[src/rtl/mem_access_if.sv]
// -----------------------------------------------------------------------------
// mem_access_if
//   Data-memory request/acknowledge bus between the memory-access stage
//   (master) and the data memory (slave).
//
//   Handshake: the master raises DMemReq and holds DMemAddr, DMemWData,
//   DMemByteEn and DMemWE stable until it samples DMemAck=1 on a rising clock
//   edge. That edge completes the transfer. DMemAck is ignored while DMemReq
//   is low. For reads, DMemRData must be valid in the cycle DMemAck is high.
//
//   Bit numbering: the bus is big-endian. Byte lane k (k = addr[1:0]) occupies
//   data bits [31-8k -: 8], so lane 0 is the most significant byte.
//   DMemByteEn[3] enables lane 0 and DMemByteEn[0] enables lane 3.
//
//   Signals:
//     DMemAddr   [31:0]  word-aligned address (bits 1:0 always 0)
//     DMemWData  [31:0]  store data, replicated across lanes
//     DMemByteEn [3:0]   lane enables
//     DMemReq            request strobe
//     DMemWE             write strobe (only with DMemReq)
//     DMemAck            transfer complete
//     DMemRData  [31:0]  read data
// -----------------------------------------------------------------------------
interface mem_access_if;
    logic [31:0] DMemAddr;
    logic [31:0] DMemWData;
    logic [3:0]  DMemByteEn;
    logic        DMemReq;
    logic        DMemWE;
    logic        DMemAck;
    logic [31:0] DMemRData;

    modport master (
        output DMemAddr, DMemWData, DMemByteEn, DMemReq, DMemWE,
        input  DMemAck, DMemRData
    );

    modport slave (
        input  DMemAddr, DMemWData, DMemByteEn, DMemReq, DMemWE,
        output DMemAck, DMemRData
    );
endinterface

[src/rtl/mem_access.sv]
// -----------------------------------------------------------------------------
// mem_access
//   Memory-access pipeline stage. Registers the execute-stage results, runs a
//   load or store over the data-memory handshake, aligns and extends load data
//   and presents the result to write-back. While an access is outstanding it
//   freezes upstream (MemStall) and withholds the register write.
//
//   Bit numbering: vectors are declared [N-1:0]. The big-endian bit k of the
//   architectural [0:N-1] numbering is bit [N-1-k] here, so the "addr[30:31]"
//   lane select is addr[1:0] and the "addr[30]" half select is addr[1].
//
//   Ports:
//     clk, reset         clock, asynchronous active-low reset
//     stall              no valid upstream instruction: capture a bubble
//     Next*              execute-stage results to capture
//     dmem               data-memory bus (master side)
//     MEMDout..RegWAddr  registered instruction fields to write-back
//     MemStall           freeze all upstream stages
//     MisalignedExc      misaligned access in the stage (trap build only)
//     dbg_state          FSM state, 1 = ACCESS
//
//   Build option:
//     MEM_MISALIGN_TRAP_EN  misaligned LH/LHU/SH/LW/SW do not access memory,
//                           suppress their register write and raise
//                           MisalignedExc. Undefined: low address bits that
//                           do not fit the access size are ignored.
// -----------------------------------------------------------------------------
module mem_access (
    input  logic        clk,
    input  logic        reset,
    input  logic        stall,
    input  logic [31:0] NextALUOut,
    input  logic [31:0] NextFPUOut,
    input  logic [31:0] NextStoreData,
    input  logic [5:0]  NextOpcode,
    input  logic [5:0]  NextFunct,
    input  logic [31:0] NextPCPlusFour,
    input  logic [15:0] NextImmediate,
    input  logic [1:0]  NextDInSrc,
    input  logic        NextRegWE,
    input  logic [5:0]  NextRegWAddr,
    input  logic        NextMemRE,
    input  logic        NextMemWE,
    mem_access_if.master dmem,
    output logic [31:0] MEMDout,
    output logic [31:0] ALUOut,
    output logic [31:0] FPUOut,
    output logic [31:0] PCPlusFour,
    output logic [5:0]  Opcode,
    output logic [5:0]  Funct,
    output logic [15:0] Immediate,
    output logic [1:0]  DInSrc,
    output logic        RegWE,
    output logic [5:0]  RegWAddr,
    output logic        MemStall,
    output logic        MisalignedExc,
    output logic        dbg_state
);

    localparam logic [5:0] OP_LB     = 6'h20;
    localparam logic [5:0] OP_LH     = 6'h21;
    localparam logic [5:0] OP_LW     = 6'h23;
    localparam logic [5:0] OP_LBU    = 6'h24;
    localparam logic [5:0] OP_LHU    = 6'h25;
    localparam logic [5:0] OP_SB     = 6'h28;
    localparam logic [5:0] OP_SH     = 6'h29;
    localparam logic [5:0] OP_SW     = 6'h2b;
    localparam logic [5:0] OP_BUBBLE = 6'h15;

    typedef enum logic {
        IDLE   = 1'b0,
        ACCESS = 1'b1
    } state_t;

    typedef enum logic [1:0] {
        SZ_BYTE = 2'd0,
        SZ_HALF = 2'd1,
        SZ_WORD = 2'd2
    } size_t;

    state_t      state;
    logic [31:0] store_q;
    logic        reg_we_q;
    logic        mem_re_q;
    logic        mem_we_q;
    logic [31:0] mem_dout_q;

    logic        in_access;
    logic        load_done;
    logic        next_mis;
    logic        cur_mis;
    size_t       size;
    logic [31:0] load_data;
    logic [7:0]  load_byte;
    logic [15:0] load_half;

`ifdef MEM_MISALIGN_TRAP_EN
    function automatic logic is_misaligned(input logic [5:0] op, input logic [1:0] lo);
        case (op)
            OP_LH, OP_LHU, OP_SH: is_misaligned = lo[0];
            OP_LW, OP_SW:         is_misaligned = (lo != 2'b00);
            default:              is_misaligned = 1'b0;
        endcase
    endfunction

    assign next_mis = (NextMemRE | NextMemWE) & is_misaligned(NextOpcode, NextALUOut[1:0]);
    assign cur_mis  = (mem_re_q | mem_we_q) & is_misaligned(Opcode, ALUOut[1:0]);
`else
    assign next_mis = 1'b0;
    assign cur_mis  = 1'b0;
`endif

    assign in_access = (state == ACCESS);
    assign MemStall  = in_access & ~dmem.DMemAck;
    assign load_done = in_access & dmem.DMemAck & mem_re_q;

    // Pipeline register and access FSM. Nothing advances while MemStall is
    // high; the ack edge of an access is also the capture edge of the next
    // instruction, which lets back-to-back accesses keep DMemReq asserted.
    always_ff @(posedge clk or negedge reset) begin
        if (!reset) begin
            state      <= IDLE;
            ALUOut     <= '0;
            FPUOut     <= '0;
            store_q    <= '0;
            Opcode     <= OP_BUBBLE;
            Funct      <= '0;
            PCPlusFour <= '0;
            Immediate  <= '0;
            DInSrc     <= '0;
            reg_we_q   <= 1'b0;
            RegWAddr   <= '0;
            mem_re_q   <= 1'b0;
            mem_we_q   <= 1'b0;
            mem_dout_q <= '0;
        end else begin
            if (load_done) begin
                mem_dout_q <= load_data;
            end
            if (!MemStall) begin
                if (stall) begin
                    state      <= IDLE;
                    ALUOut     <= '0;
                    FPUOut     <= '0;
                    store_q    <= '0;
                    Opcode     <= OP_BUBBLE;
                    Funct      <= '0;
                    PCPlusFour <= '0;
                    Immediate  <= '0;
                    DInSrc     <= '0;
                    reg_we_q   <= 1'b0;
                    RegWAddr   <= '0;
                    mem_re_q   <= 1'b0;
                    mem_we_q   <= 1'b0;
                end else begin
                    state      <= ((NextMemRE | NextMemWE) & ~next_mis) ? ACCESS : IDLE;
                    ALUOut     <= NextALUOut;
                    FPUOut     <= NextFPUOut;
                    store_q    <= NextStoreData;
                    Opcode     <= NextOpcode;
                    Funct      <= NextFunct;
                    PCPlusFour <= NextPCPlusFour;
                    Immediate  <= NextImmediate;
                    DInSrc     <= NextDInSrc;
                    reg_we_q   <= NextRegWE;
                    RegWAddr   <= NextRegWAddr;
                    mem_re_q   <= NextMemRE;
                    mem_we_q   <= NextMemWE;
                end
            end
        end
    end

    // Unknown opcodes with a memory flag are treated as word accesses.
    always_comb begin
        size = SZ_WORD;
        case (Opcode)
            OP_LB, OP_LBU, OP_SB: size = SZ_BYTE;
            OP_LH, OP_LHU, OP_SH: size = SZ_HALF;
            default:              size = SZ_WORD;
        endcase
    end

    // Bus drive: everything below depends only on registered state, so it is
    // stable for the whole request.
    always_comb begin
        dmem.DMemByteEn = 4'b1111;
        dmem.DMemWData  = store_q;
        case (size)
            SZ_BYTE: begin
                dmem.DMemByteEn = 4'b1000 >> ALUOut[1:0];
                dmem.DMemWData  = {4{store_q[7:0]}};
            end
            SZ_HALF: begin
                dmem.DMemByteEn = ALUOut[1] ? 4'b0011 : 4'b1100;
                dmem.DMemWData  = {2{store_q[15:0]}};
            end
            default: begin
                dmem.DMemByteEn = 4'b1111;
                dmem.DMemWData  = store_q;
            end
        endcase
    end

    assign dmem.DMemAddr = {ALUOut[31:2], 2'b00};
    assign dmem.DMemReq  = in_access;
    assign dmem.DMemWE   = in_access & mem_we_q;

    // Load alignment: lane 0 is the most significant byte.
    always_comb begin
        load_byte = 8'h00;
        case (ALUOut[1:0])
            2'd0:    load_byte = dmem.DMemRData[31:24];
            2'd1:    load_byte = dmem.DMemRData[23:16];
            2'd2:    load_byte = dmem.DMemRData[15:8];
            default: load_byte = dmem.DMemRData[7:0];
        endcase
        load_half = ALUOut[1] ? dmem.DMemRData[15:0] : dmem.DMemRData[31:16];

        load_data = dmem.DMemRData;
        case (Opcode)
            OP_LB:   load_data = {{24{load_byte[7]}}, load_byte};
            OP_LBU:  load_data = {24'h000000, load_byte};
            OP_LH:   load_data = {{16{load_half[15]}}, load_half};
            OP_LHU:  load_data = {16'h0000, load_half};
            default: load_data = dmem.DMemRData;
        endcase
    end

    // Load data is forwarded combinationally in the ack cycle, then held.
    assign MEMDout = load_done ? load_data : mem_dout_q;

    assign RegWE         = reg_we_q & ~MemStall & ~cur_mis;
    assign MisalignedExc = cur_mis;
    assign dbg_state     = (state == ACCESS);

endmodule

[src/flat_wrapper.sv]
// flat-port wrapper written by rule: the top's interface ports become plain ports
module mem_access_flat 
  (clk, reset, stall, NextALUOut, NextFPUOut, NextStoreData, NextOpcode, NextFunct, NextPCPlusFour, NextImmediate, NextDInSrc, NextRegWE, NextRegWAddr, NextMemRE, NextMemWE, MEMDout, ALUOut, FPUOut, PCPlusFour, Opcode, Funct, Immediate, DInSrc, RegWE, RegWAddr, MemStall, MisalignedExc, dbg_state, dmem_DMemAddr, dmem_DMemWData, dmem_DMemByteEn, dmem_DMemReq, dmem_DMemWE, dmem_DMemAck, dmem_DMemRData);
  mem_access_if dmem_i ();
  input  logic clk;
  input  logic reset;
  input  logic stall;
  input  logic [31:0] NextALUOut;
  input  logic [31:0] NextFPUOut;
  input  logic [31:0] NextStoreData;
  input  logic [5:0] NextOpcode;
  input  logic [5:0] NextFunct;
  input  logic [31:0] NextPCPlusFour;
  input  logic [15:0] NextImmediate;
  input  logic [1:0] NextDInSrc;
  input  logic NextRegWE;
  input  logic [5:0] NextRegWAddr;
  input  logic NextMemRE;
  input  logic NextMemWE;
  output logic [31:0] MEMDout;
  output logic [31:0] ALUOut;
  output logic [31:0] FPUOut;
  output logic [31:0] PCPlusFour;
  output logic [5:0] Opcode;
  output logic [5:0] Funct;
  output logic [15:0] Immediate;
  output logic [1:0] DInSrc;
  output logic RegWE;
  output logic [5:0] RegWAddr;
  output logic MemStall;
  output logic MisalignedExc;
  output logic dbg_state;
  output wire logic [$bits(dmem_i.DMemAddr)-1:0] dmem_DMemAddr;
  output wire logic [$bits(dmem_i.DMemWData)-1:0] dmem_DMemWData;
  output wire logic [$bits(dmem_i.DMemByteEn)-1:0] dmem_DMemByteEn;
  output wire logic [$bits(dmem_i.DMemReq)-1:0] dmem_DMemReq;
  output wire logic [$bits(dmem_i.DMemWE)-1:0] dmem_DMemWE;
  input wire logic [$bits(dmem_i.DMemAck)-1:0] dmem_DMemAck;
  input wire logic [$bits(dmem_i.DMemRData)-1:0] dmem_DMemRData;
  assign dmem_DMemAddr = dmem_i.DMemAddr;
  assign dmem_DMemWData = dmem_i.DMemWData;
  assign dmem_DMemByteEn = dmem_i.DMemByteEn;
  assign dmem_DMemReq = dmem_i.DMemReq;
  assign dmem_DMemWE = dmem_i.DMemWE;
  assign dmem_i.DMemAck = dmem_DMemAck;
  assign dmem_i.DMemRData = dmem_DMemRData;
  mem_access u_core (.clk(clk), .reset(reset), .stall(stall), .NextALUOut(NextALUOut), .NextFPUOut(NextFPUOut), .NextStoreData(NextStoreData), .NextOpcode(NextOpcode), .NextFunct(NextFunct), .NextPCPlusFour(NextPCPlusFour), .NextImmediate(NextImmediate), .NextDInSrc(NextDInSrc), .NextRegWE(NextRegWE), .NextRegWAddr(NextRegWAddr), .NextMemRE(NextMemRE), .NextMemWE(NextMemWE), .dmem(dmem_i), .MEMDout(MEMDout), .ALUOut(ALUOut), .FPUOut(FPUOut), .PCPlusFour(PCPlusFour), .Opcode(Opcode), .Funct(Funct), .Immediate(Immediate), .DInSrc(DInSrc), .RegWE(RegWE), .RegWAddr(RegWAddr), .MemStall(MemStall), .MisalignedExc(MisalignedExc), .dbg_state(dbg_state));
endmodule
[config.mk]
export PLATFORM = sky130hd
export DESIGN_NAME = mem_access_flat
export DESIGN_NICKNAME = d
export VERILOG_FILES = /design/src/rtl/mem_access_if.sv /design/src/rtl/mem_access.sv /design/src/flat_wrapper.sv
export SDC_FILE = /design/constraint.sdc
export NUM_CORES = 1
export LEC_CHECK = 0
export ABC_CLOCK_PERIOD_IN_PS = 2000
export BUFFER_PORTS_ARGS = -buffer_cell sky130_fd_sc_hd__clkbuf_2
export CORE_ASPECT_RATIO = 0.6
export CORE_MARGIN = 8
export CORE_UTILIZATION = 35
export CTS_CLUSTER_DIAMETER = 60
export DETAILED_ROUTE_END_ITERATION = 8
export GPL_TIMING_DRIVEN = 0
export PLACE_DENSITY_LB_ADDON = 0.1
export SYNTH_ARGS = -nofsm -noshare
export SYNTH_HDL_FRONTEND = slang
export SYNTH_SLANG_ARGS = --single-unit
[constraint.sdc]
create_clock -name clk -period 2 [get_ports clk]
set_input_delay 0.1 -clock clk [delete_from_list [all_inputs] [get_ports clk]]
set_output_delay 0.1 -clock clk [all_outputs]
set_load 0.005 [all_outputs]
==> results.json, run 1 <==
{
  "worstSetupPathType": "reg2out",
  "nNetsFinal": 1861,
  "syn_area_per_cell_sq_um": 9.62,
  "first_iter_violations": 628,
  "chipWidth_microns": 228,
  "violations": "negative setup slack",
  "layout_commonest_cell": "clkbuf_2",
  "grt_pass1_wl_mm": 59.7,
  "dp_slack_ns": -0.372,
  "post-route-util_pct": 58.0,
  "endpoint": "MEMDout[28]",
  "synthTopCellsByArea": "dfrtp_1, nand2_1, nand3b_1",
  "syn_to_final_growth_pct": 62.6,
  "worstRegToRegCells": 9,
  "overflow": 0,
  "die_h_microns": 143,
  "synth-async-reset-ratio_pct": 100,
  "viasPerCell": 4.72,
  "synth_seq_area_share_pct": 53.2,
  "skew_ns": 0.00834,
  "drt.antenna.violating_nets": 0,
  "critPathLaunchType": "register",
  "slowest_stage": "dfrtp_2",
  "die_area_sq_um": 32600,
  "yosys.area.top_type_share_pct": 52.3,
  "num_io_pins": 441,
  "syn_inst": 980,
  "dp_hpwl_mm": 28.5,
  "grt_start_max_net_pins": 93,
  "rows": 46,
  "report.final.slew_viol_count": 0,
  "hold_path.class": "in2reg",
  "synthesis.area_sq_um": 9420,
  "fin_tns_setup_ns": -11.20,
  "synth_top_area_cell": "dfrtp_1",
  "cts-root-buf": "clkbuf_16",
  "fp.coreArea_sq_um": 26400,
  "fmax_mhz": 431,
  "cp_cell_sequence": "mux2i_4, o22ai_4, o2111a_2, buf_6, a221o_1, buf_2",
  "drcViolationCount": 0,
  "fin_cells": 2033,
  "synth-main-ff-cell": "dfrtp_1",
  "tritoncts": "done",
  "rsz0062_at_grt": "yes",
  "setup_ws_ns": -0.320,
  "synth_edf_count": 0,
  "path_clk_slew_ns": 0.07,
  "drive_gt1_share_pct": 39.5,
  "power.density_nw_per_um2": 746,
  "dp_cells": 1780,
  "nFillCells": 2376,
  "r2r_start": "u_core.ALUOut[0]$_DFFE_PN0N_",
  "relSlewSlack_pct": 50.2,
  "wl_per_cell_microns": 18.9,
  "max-vdd-ir-drop_mv": 0.352,
  "routed_wl_mm": 38.4,
  "arrival_ns": 2.22,
  "grt_antenna_before_repair": 2,
  "cts_buffer_depth": 2,
  "gr-usage-all-layers_pct": 23.2,
  "gp_congestion": 0.835,
  "fin_crit_ns": 2.32,
  "numCtsBuffers": 17,
  "clock_sinks": 200,
  "yosys_warnings": 0,
  "fin_crit_sh_pct": 116,
  "max_stage_delay_ns": 0.47,
  "synth_cell_types": 39,
  "crit_path_end_kind": "output port",
  "regArea_sq_um": 5010,
  "drt_first_pass_iters": 5,
  "setup_viol": 57,
  "status": "finished with violations",
  "startpoint": "u_core.ALUOut[0]$_DFFE_PN0N_",
  "r2r_slack_ns": -0.10,
  "via_count": 9599,
  "crit_fanout": 5,
  "r2r-end": "u_core.mem_dout_q[2]$_DFF_PN0_",
  "tightestPinTransition_ns": 0.747,
  "worstSkewPairLatency_ns": 0.45,
  "hold_slack_ns": 0.0327,
  "hold_viol_final": 0,
  "design_area_sq_um": 15300,
  "grt_pass1_vias": 10100,
  "synth-seq-cells": 200,
  "start_util_pct": 35.7,
  "cts-htree-levels": 4,
  "multiInputGateArea_sq_um": 4120,
  "leakagePower_nw": 8.06,
  "maxCapViolCount": 0,
  "placed_area_sq_um": 12100,
  "worst_ep_required_time_ns": 1.90,
  "io_buffers": 436,
  "power.total_mw": 11.4,
  "final_cell_mix": "clkbuf_2, nand2_1, dfrtp_1"
}
-- cells by family after synthesis --
| group | after synthesis | synth area share, % |
|---|---|---|
| and+or+nand+nor | 553 | 29.6 |
| AOI/OAI and AO/OA | 76 | 5.86 |
| DFF | 200 | 53.2 |
| other | 1 | 0.0398 |
| muxes | 35 | 4.86 |
| buffers and inverters | 115 | 6.51 |
-- report_power, final --
part           internal [mW]  switching, mW
Combinational           1.55           1.41
Sequential              4.53          0.287
Clock                   2.01           1.65
Total                   8.10           3.34
-- synth_stat cells (all sizes together) (2+ instances only) --
library cell and instances:
buf 51, clkbuf 62, nand2 351, nand3b 164, o21ai 28, mux2i 12
dfrtp 197, nand2b 4, nor3 8, a21o 2, nor2b 8, and2 2
nor2 6, o22ai 16, nand3 5, mux2 16, mux4 7, o21bai 2
a221o 16, a211oi 7, dfstp 3
-- repair_timing --
item / CTS / global route
buffers inserted: 27 / 13
hold buffers: 177 / 1
endpoints found under the setup margin: 227 / 60
resized for setup: 103 / 37
gates cloned: 1 / 1
hold endpoints to repair: 283 / 1
pin swaps: 16 / 16
-- worst max-delay path, delay by kind of cell, from the launching register on --
| family | cells | cell delay, ns |
|---|---|---|
| multiplexers | 1 | 0.30 |
| AO/OA/AOI/OAI | 3 | 0.71 |
| flip-flops | 1 | 0.47 |
| buffers and inverters | 2 | 0.29 |
-- area by class of cell --
cell class / instances / area share (%)
sequential: 200 / 32.7
clock inverter: 14 / 1.11
antenna: 2 / 0.0327
tap: 360 / 2.94
clock buffer: 18 / 2.87
timing repair buffer: 658 / 28.9
buffer: 112 / 4.52
inverter: 2 / 0.0572
multi-input combinational: 667 / 26.9
-- layer usage --
metal / track usage (%) / part of all wire [%] / up-vias
met2: 38.4 / 49 / 302
li1: - / - / 4601
met3: 5.71 / 5.3 / 42
met4: 6.67 / 1.8 / 0
met5: 0 / 0 / -
met1: 30.0 / 44 / 4654
-- registers in the layout, summed over array words and instances (netlist names) --
| register | cells |
|---|---|
| u_core.mem_we_q | 1 |
| u_core.DInSrc | 2 |
| u_core.mem_dout_q | 32 |
| u_core.dbg_state | 1 |
| u_core.Opcode | 6 |
| u_core.store_q | 32 |
| u_core.RegWAddr | 6 |
| u_core.FPUOut | 32 |
| u_core.ALUOut | 32 |
| u_core.mem_re_q | 1 |
| u_core.Funct | 6 |
| u_core.PCPlusFour | 32 |
| u_core.reg_we_q | 1 |
| u_core.Immediate | 16 |
-- worst min-delay path by stage --
| stage | depth (start not counted) | slack (ns) | to | startpoint |
|---|---|---|---|---|
| after floorplan | 0 | -0.20 | u_core.ALUOut[0]$_DFFE_PN0N_ | reset |
| after global placement | 3 | 0.33 | u_core.Opcode[0]$_DFFE_PN1N_ | NextOpcode[0] |
| after detailed placement | 1 | -0.006 | u_core.PCPlusFour[8]$_DFFE_PN0N_ | reset |
| after CTS | 2 | -0.02 | u_core.mem_dout_q[31]$_DFF_PN0_ | dmem_DMemRData[31] |
| after global routing | 3 | 0.02 | u_core.mem_dout_q[13]$_DFF_PN0_ | dmem_DMemRData[13] |
| final | 3 | 0.03 | u_core.mem_dout_q[13]$_DFF_PN0_ | dmem_DMemRData[13] |
(Power assumes the default switching activity.)
==> run 2: changes to the inputs <==
--- a/constraint.sdc
+++ b/constraint.sdc
@@ -3,2 +3,2 @@
 set_output_delay 0.1 -clock clk [all_outputs]
-set_load 0.005 [all_outputs]
+set_load 0.05 [all_outputs]
==> results.json, run 2 (synthesis results as in run 1) <==
{
  "cts-root-buf": "clkbuf_16",
  "chipWidth_microns": 228,
  "fin_cells": 2026,
  "critical_path_cell_count": 6,
  "rsz0062_at_grt": "yes",
  "numCtsBuffers": 17,
  "r2r-end": "u_core.mem_dout_q[30]$_DFF_PN0_",
  "drcViolationCount": 0,
  "cts-htree-levels": 4,
  "fin_tns_setup_ns": -13.00,
  "placed_area_sq_um": 12400,
  "nNetsFinal": 1855,
  "slowest_stage": "dfrtp_2",
  "grt_pass1_vias": 10100,
  "worst_ep_required_time_ns": 1.90,
  "leakagePower_nw": 8.28,
  "dp_cells": 1779,
  "status": "finished with violations",
  "die_h_microns": 143,
  "viasPerCell": 4.74,
  "final_cell_mix": "clkbuf_2, nand2_1, dfrtp_1",
  "worstRegToRegCells": 6,
  "max_stage_delay_ns": 0.45,
  "crit_path_end_kind": "output port",
  "relSlewSlack_pct": 47.4,
  "num_io_pins": 441,
  "power.density_nw_per_um2": 859,
  "rows": 46,
  "setup_ws_ns": -0.421,
  "grt_start_max_net_pins": 109,
  "io_buffers": 436,
  "drt_first_pass_iters": 5,
  "maxCapViolCount": 0,
  "path_clk_slew_ns": 0.07,
  "fmax_mhz": 413,
  "first_iter_violations": 584,
  "hold_slack_ns": 0.0387,
  "startpoint": "u_core.ALUOut[0]$_DFFE_PN0N_",
  "setup_viol": 51,
  "drive_gt1_share_pct": 41.0,
  "max-vdd-ir-drop_mv": 0.543,
  "tritoncts": "done",
  "layout_commonest_cell": "clkbuf_2",
  "violations": "negative setup slack",
  "arrival_ns": 2.32,
  "routed_wl_mm": 39.8,
  "syn_to_final_growth_pct": 71.6,
  "report.final.slew_viol_count": 0,
  "hold_viol_final": 0,
  "crit_fanout": 7,
  "die_area_sq_um": 32600,
  "start_util_pct": 35.7,
  "cp.buffers_inverters": 2,
  "cpLargestDelayFamily": "compound AO/OA/AOI/OAI gates",
  "fp.coreArea_sq_um": 26400,
  "worstSkewPairLatency_ns": 0.45,
  "gp_congestion": 0.847,
  "fin_crit_sh_pct": 121,
  "drt.antenna.violating_nets": 0,
  "critPathLaunchType": "register",
  "worstSetupPathType": "reg2out",
  "r2r_slack_ns": 0.07,
  "skew_ns": 0.0130,
  "fin_crit_ns": 2.42,
  "clock_sinks": 200,
  "design_area_sq_um": 16200,
  "cp_cell_sequence": "mux2i_4, o22ai_4, o2111a_2, buf_6, a221o_2, clkbuf_16",
  "cts_buffer_depth": 2,
  "wl_per_cell_microns": 19.6,
  "endpoint": "MEMDout[29]",
  "dp_hpwl_mm": 28.8,
  "overflow": 0,
  "hold_path.class": "in2reg",
  "tightestPinTransition_ns": 0.790,
  "r2r_start": "u_core.ALUOut[0]$_DFFE_PN0N_",
  "grt_antenna_before_repair": 4,
  "grt_pass1_wl_mm": 59.9,
  "gr-usage-all-layers_pct": 23.5,
  "via_count": 9612,
  "dp_slack_ns": -0.452
}
-- run 2: power by group --
group | total, mW | internal (mW) | switching (mW)
Clock | 3.47 | 1.93 | 1.54
Combinational | 5.59 | 2.09 | 3.51
Sequential | 4.83 | 4.53 | 0.296
-- run 2: worst min path at each step --
stage / start / end / cells after the start
2_1_floorplan: reset / u_core.ALUOut[0]$_DFFE_PN0N_ / 0
3_3_place_gp: NextImmediate[7] / u_core.Immediate[7]$_DFFE_PN0N_ / 3
3_5_place_dp: reset / u_core.ALUOut[26]$_DFFE_PN0N_ / 1
4_1_cts: dmem_DMemRData[5] / u_core.mem_dout_q[5]$_DFF_PN0_ / 3
5_1_grt: dmem_DMemRData[11] / u_core.mem_dout_q[11]$_DFF_PN0_ / 3
6_report: dmem_DMemRData[14] / u_core.mem_dout_q[14]$_DFF_PN0_ / 3
-- run 2: metal layers --
| layer | vias to the layer above | part of all wire (%) | GRT usage [%] |
|---|---|---|---|
| li1 | 4577 | - | - |
| met1 | 4676 | 44 | 29.9 |
| met2 | 315 | 49 | 39.2 |
| met3 | 42 | 6.2 | 6.26 |
| met4 | 2 | 1.6 | 6.94 |
| met5 | - | 0.033 | 0 |
-- run 2: metrics by stage --
stage | util [%] | total power, mW
after global routing | 61.2 | 14.4
after floorplan | - | 8.02
after CTS | 59.8 | 13.7
final | 61.2 | 13.9
after detailed placement | 46.8 | 9.30
after global placement | 46.6 | 9.27
-- run 2: what timing repair did --
action                     CTS  global route
setup buffers               18             9
setup endpoints to repair  223            72
gates resized for setup    190           123
hold endpoints to repair   280             0
pin swaps                   17            13
cloned                       1             1
hold buffers               188             0
-- run 2: layout make-up --
class,count,area (sq um)
tap,360,450
clock inverter,7,93.8
sequential,200,5020
multi-input combinational,667,4400
buffer,111,701
clock buffer,23,478
inverter,2,8.76
fill,2229,10200
antenna,3,7.51
timing repair buffer,653,5010
-- run 2: worst register-to-register path, delay by kind of cell, from the launching register on --
kind,cells,cell delay [ns]
AO/OA/AOI/OAI,3,0.78
flip-flops,1,0.45
buffers and inverters,2,0.31
multiplexers,1,0.28
==> run 3: changes to the inputs <==
CORE_UTILIZATION = 40   (was 35)
==> results.json, run 3 (synthesis results as in run 1) <==
{
  "status": "finished with violations",
  "violations": "negative setup slack",
  "nNetsFinal": 1857,
  "grt_antenna_before_repair": 2,
  "cts-htree-levels": 4,
  "dp_hpwl_mm": 28.2,
  "max_stage_delay_ns": 0.47,
  "relSlewSlack_pct": 53.0,
  "use_met1_pct": 34.5,
  "drt_first_pass_iters": 5,
  "power.density_nw_per_um2": 860,
  "crit_fanout": 6,
  "drive_gt1_share_pct": 42.0,
  "arrival_ns": 2.32,
  "start_util_pct": 40.7,
  "crit_path_end_kind": "output port",
  "worst_ep_required_time_ns": 1.90,
  "drt.antenna.violating_nets": 0,
  "worstRegToRegCells": 10,
  "io_buffers": 436,
  "fin_cells": 1984,
  "grt_busiest_layer": "met2",
  "grt_pass1_wl_mm": 61.3,
  "tritoncts": "done",
  "path_clk_slew_ns": 0.07,
  "first_iter_violations": 605,
  "fin_crit_ns": 2.42,
  "grt_start_max_net_pins": 102,
  "hold_path.class": "in2reg",
  "fp.coreArea_sq_um": 23100,
  "wl_per_cell_microns": 20.2,
  "via_count": 9888,
  "hold_slack_ns": 0.0438,
  "die_area_sq_um": 28900,
  "cts_buffer_depth": 2,
  "grt_use_met2_pct": 42.8,
  "tightestPinTransition_ns": 0.705,
  "syn_to_final_growth_pct": 73.0,
  "drcViolationCount": 0,
  "die_h_microns": 135,
  "final_cell_mix": "clkbuf_2, nand2_1, dfrtp_1",
  "maxCapViolCount": 0,
  "grt_pass1_vias": 10400,
  "critPathLaunchType": "register",
  "placed_area_sq_um": 12300,
  "cts-root-buf": "clkbuf_16",
  "skew_ns": 0.0104,
  "leakagePower_nw": 8.34,
  "setup_viol": 60,
  "hold_viol_final": 0,
  "slowest_stage": "dfrtp_2",
  "post-route-util_pct": 70.5,
  "max-vdd-ir-drop_mv": 0.493,
  "numCtsBuffers": 17,
  "dp_slack_ns": -0.378,
  "num_io_pins": 441,
  "chipWidth_microns": 214,
  "gp_congestion": 0.839,
  "design_area_sq_um": 16300,
  "hold_path_depth": 3,
  "rsz0062_at_grt": "yes",
  "setup_ws_ns": -0.419,
  "rows": 43,
  "worstSetupPathType": "reg2out",
  "fin_crit_sh_pct": 121,
  "gr-usage-all-layers_pct": 26.7,
  "layout_commonest_cell": "clkbuf_2",
  "overflow": 0,
  "worstSkewPairLatency_ns": 0.43,
  "routed_wl_mm": 40.2,
  "dp_cells": 1735,
  "report.final.slew_viol_count": 0,
  "clock_sinks": 200,
  "viasPerCell": 4.98,
  "grt_use_met3_pct": 7.30,
  "cp_cell_sequence": "mux2i_4, o22ai_4, o2111a_2, buf_6, a221o_2, clkbuf_16",
  "fmax_mhz": 413
}
run 3: changes by cell type in the layout (fill, tap and decap cells not counted), sizes merged:
cell         before  now
clkbuf          466  468
clkinvlp          2    3
clkinv            3    6
dlygate4sd3     188  177
diode             3    2
buf             133  142
run 3: worst paths after layout:
check,start,to,slack (ns)
max in group asynchronous,reset,u_core.Opcode[4]$_DFFE_PN1N_,0.68
setup reg to reg,u_core.ALUOut[1]$_DFFE_PN0N_,u_core.mem_dout_q[9]$_DFF_PN0_,0.03
hold / removal,dmem_DMemRData[1],u_core.mem_dout_q[1]$_DFF_PN0_,0.04
min in group asynchronous,reset,u_core.FPUOut[21]$_DFFE_PN0N_,0.15
setup / recovery,u_core.ALUOut[0]$_DFFE_PN0N_,MEMDout[23],-0.42
hold reg to reg,u_core.FPUOut[23]$_DFFE_PN0N_,u_core.FPUOut[23]$_DFFE_PN0N_,0.47
run 3: worst max-delay path, delay by kind of cell (launching register included):
kind                   cells  cell delay (ns)
AO/OA/AOI/OAI              3             0.78
buffers and inverters      2             0.35
flip-flops                 1             0.47
multiplexers               1             0.29
run 3: repair_timing:
item / 4_1_cts / 5_1_grt
hold buffers: 177 / 0
setup buffers: 23 / 16
endpoints found under the setup margin: 221 / 67
resized for setup: 214 / 112
hold endpoints to repair: 214 / 0
pin swaps: 14 / 15
gates cloned: 2 / 2
run 3: final cells by class:
cell class	count	area (sq um)
diodes	2	5.00
inverters	2	8.76
fillers	1735	6840
plain buffers	110	671
flip-flops and latches	200	5020
repair buffers	656	5170
clock inverters	11	124
well taps	315	394
clock buffers	21	450
multi-input cells	667	4460
run 3: metal layers:
layer | vias to the layer above | share of wire, %
li1 | 4574 | -
met1 | 4818 | 43
met2 | 416 | 47
met3 | 78 | 6.9
met4 | 2 | 3.1
met5 | - | 0.032
run 3: power breakdown:
group | internal, mW | switching [mW]
Sequential | 4.53 | 0.298
Clock | 1.88 | 1.60
Combinational | 2.16 | 3.54
run 3: through the flow:
stage               setup TNS, ns  total power, mW
CTS                        -14.80             13.7
global route               -22.42             14.5
global placement          -681.68             9.24
detailed placement         -30.97             9.29
finish                     -18.14             14.0
floorplan                   -1.61             8.02
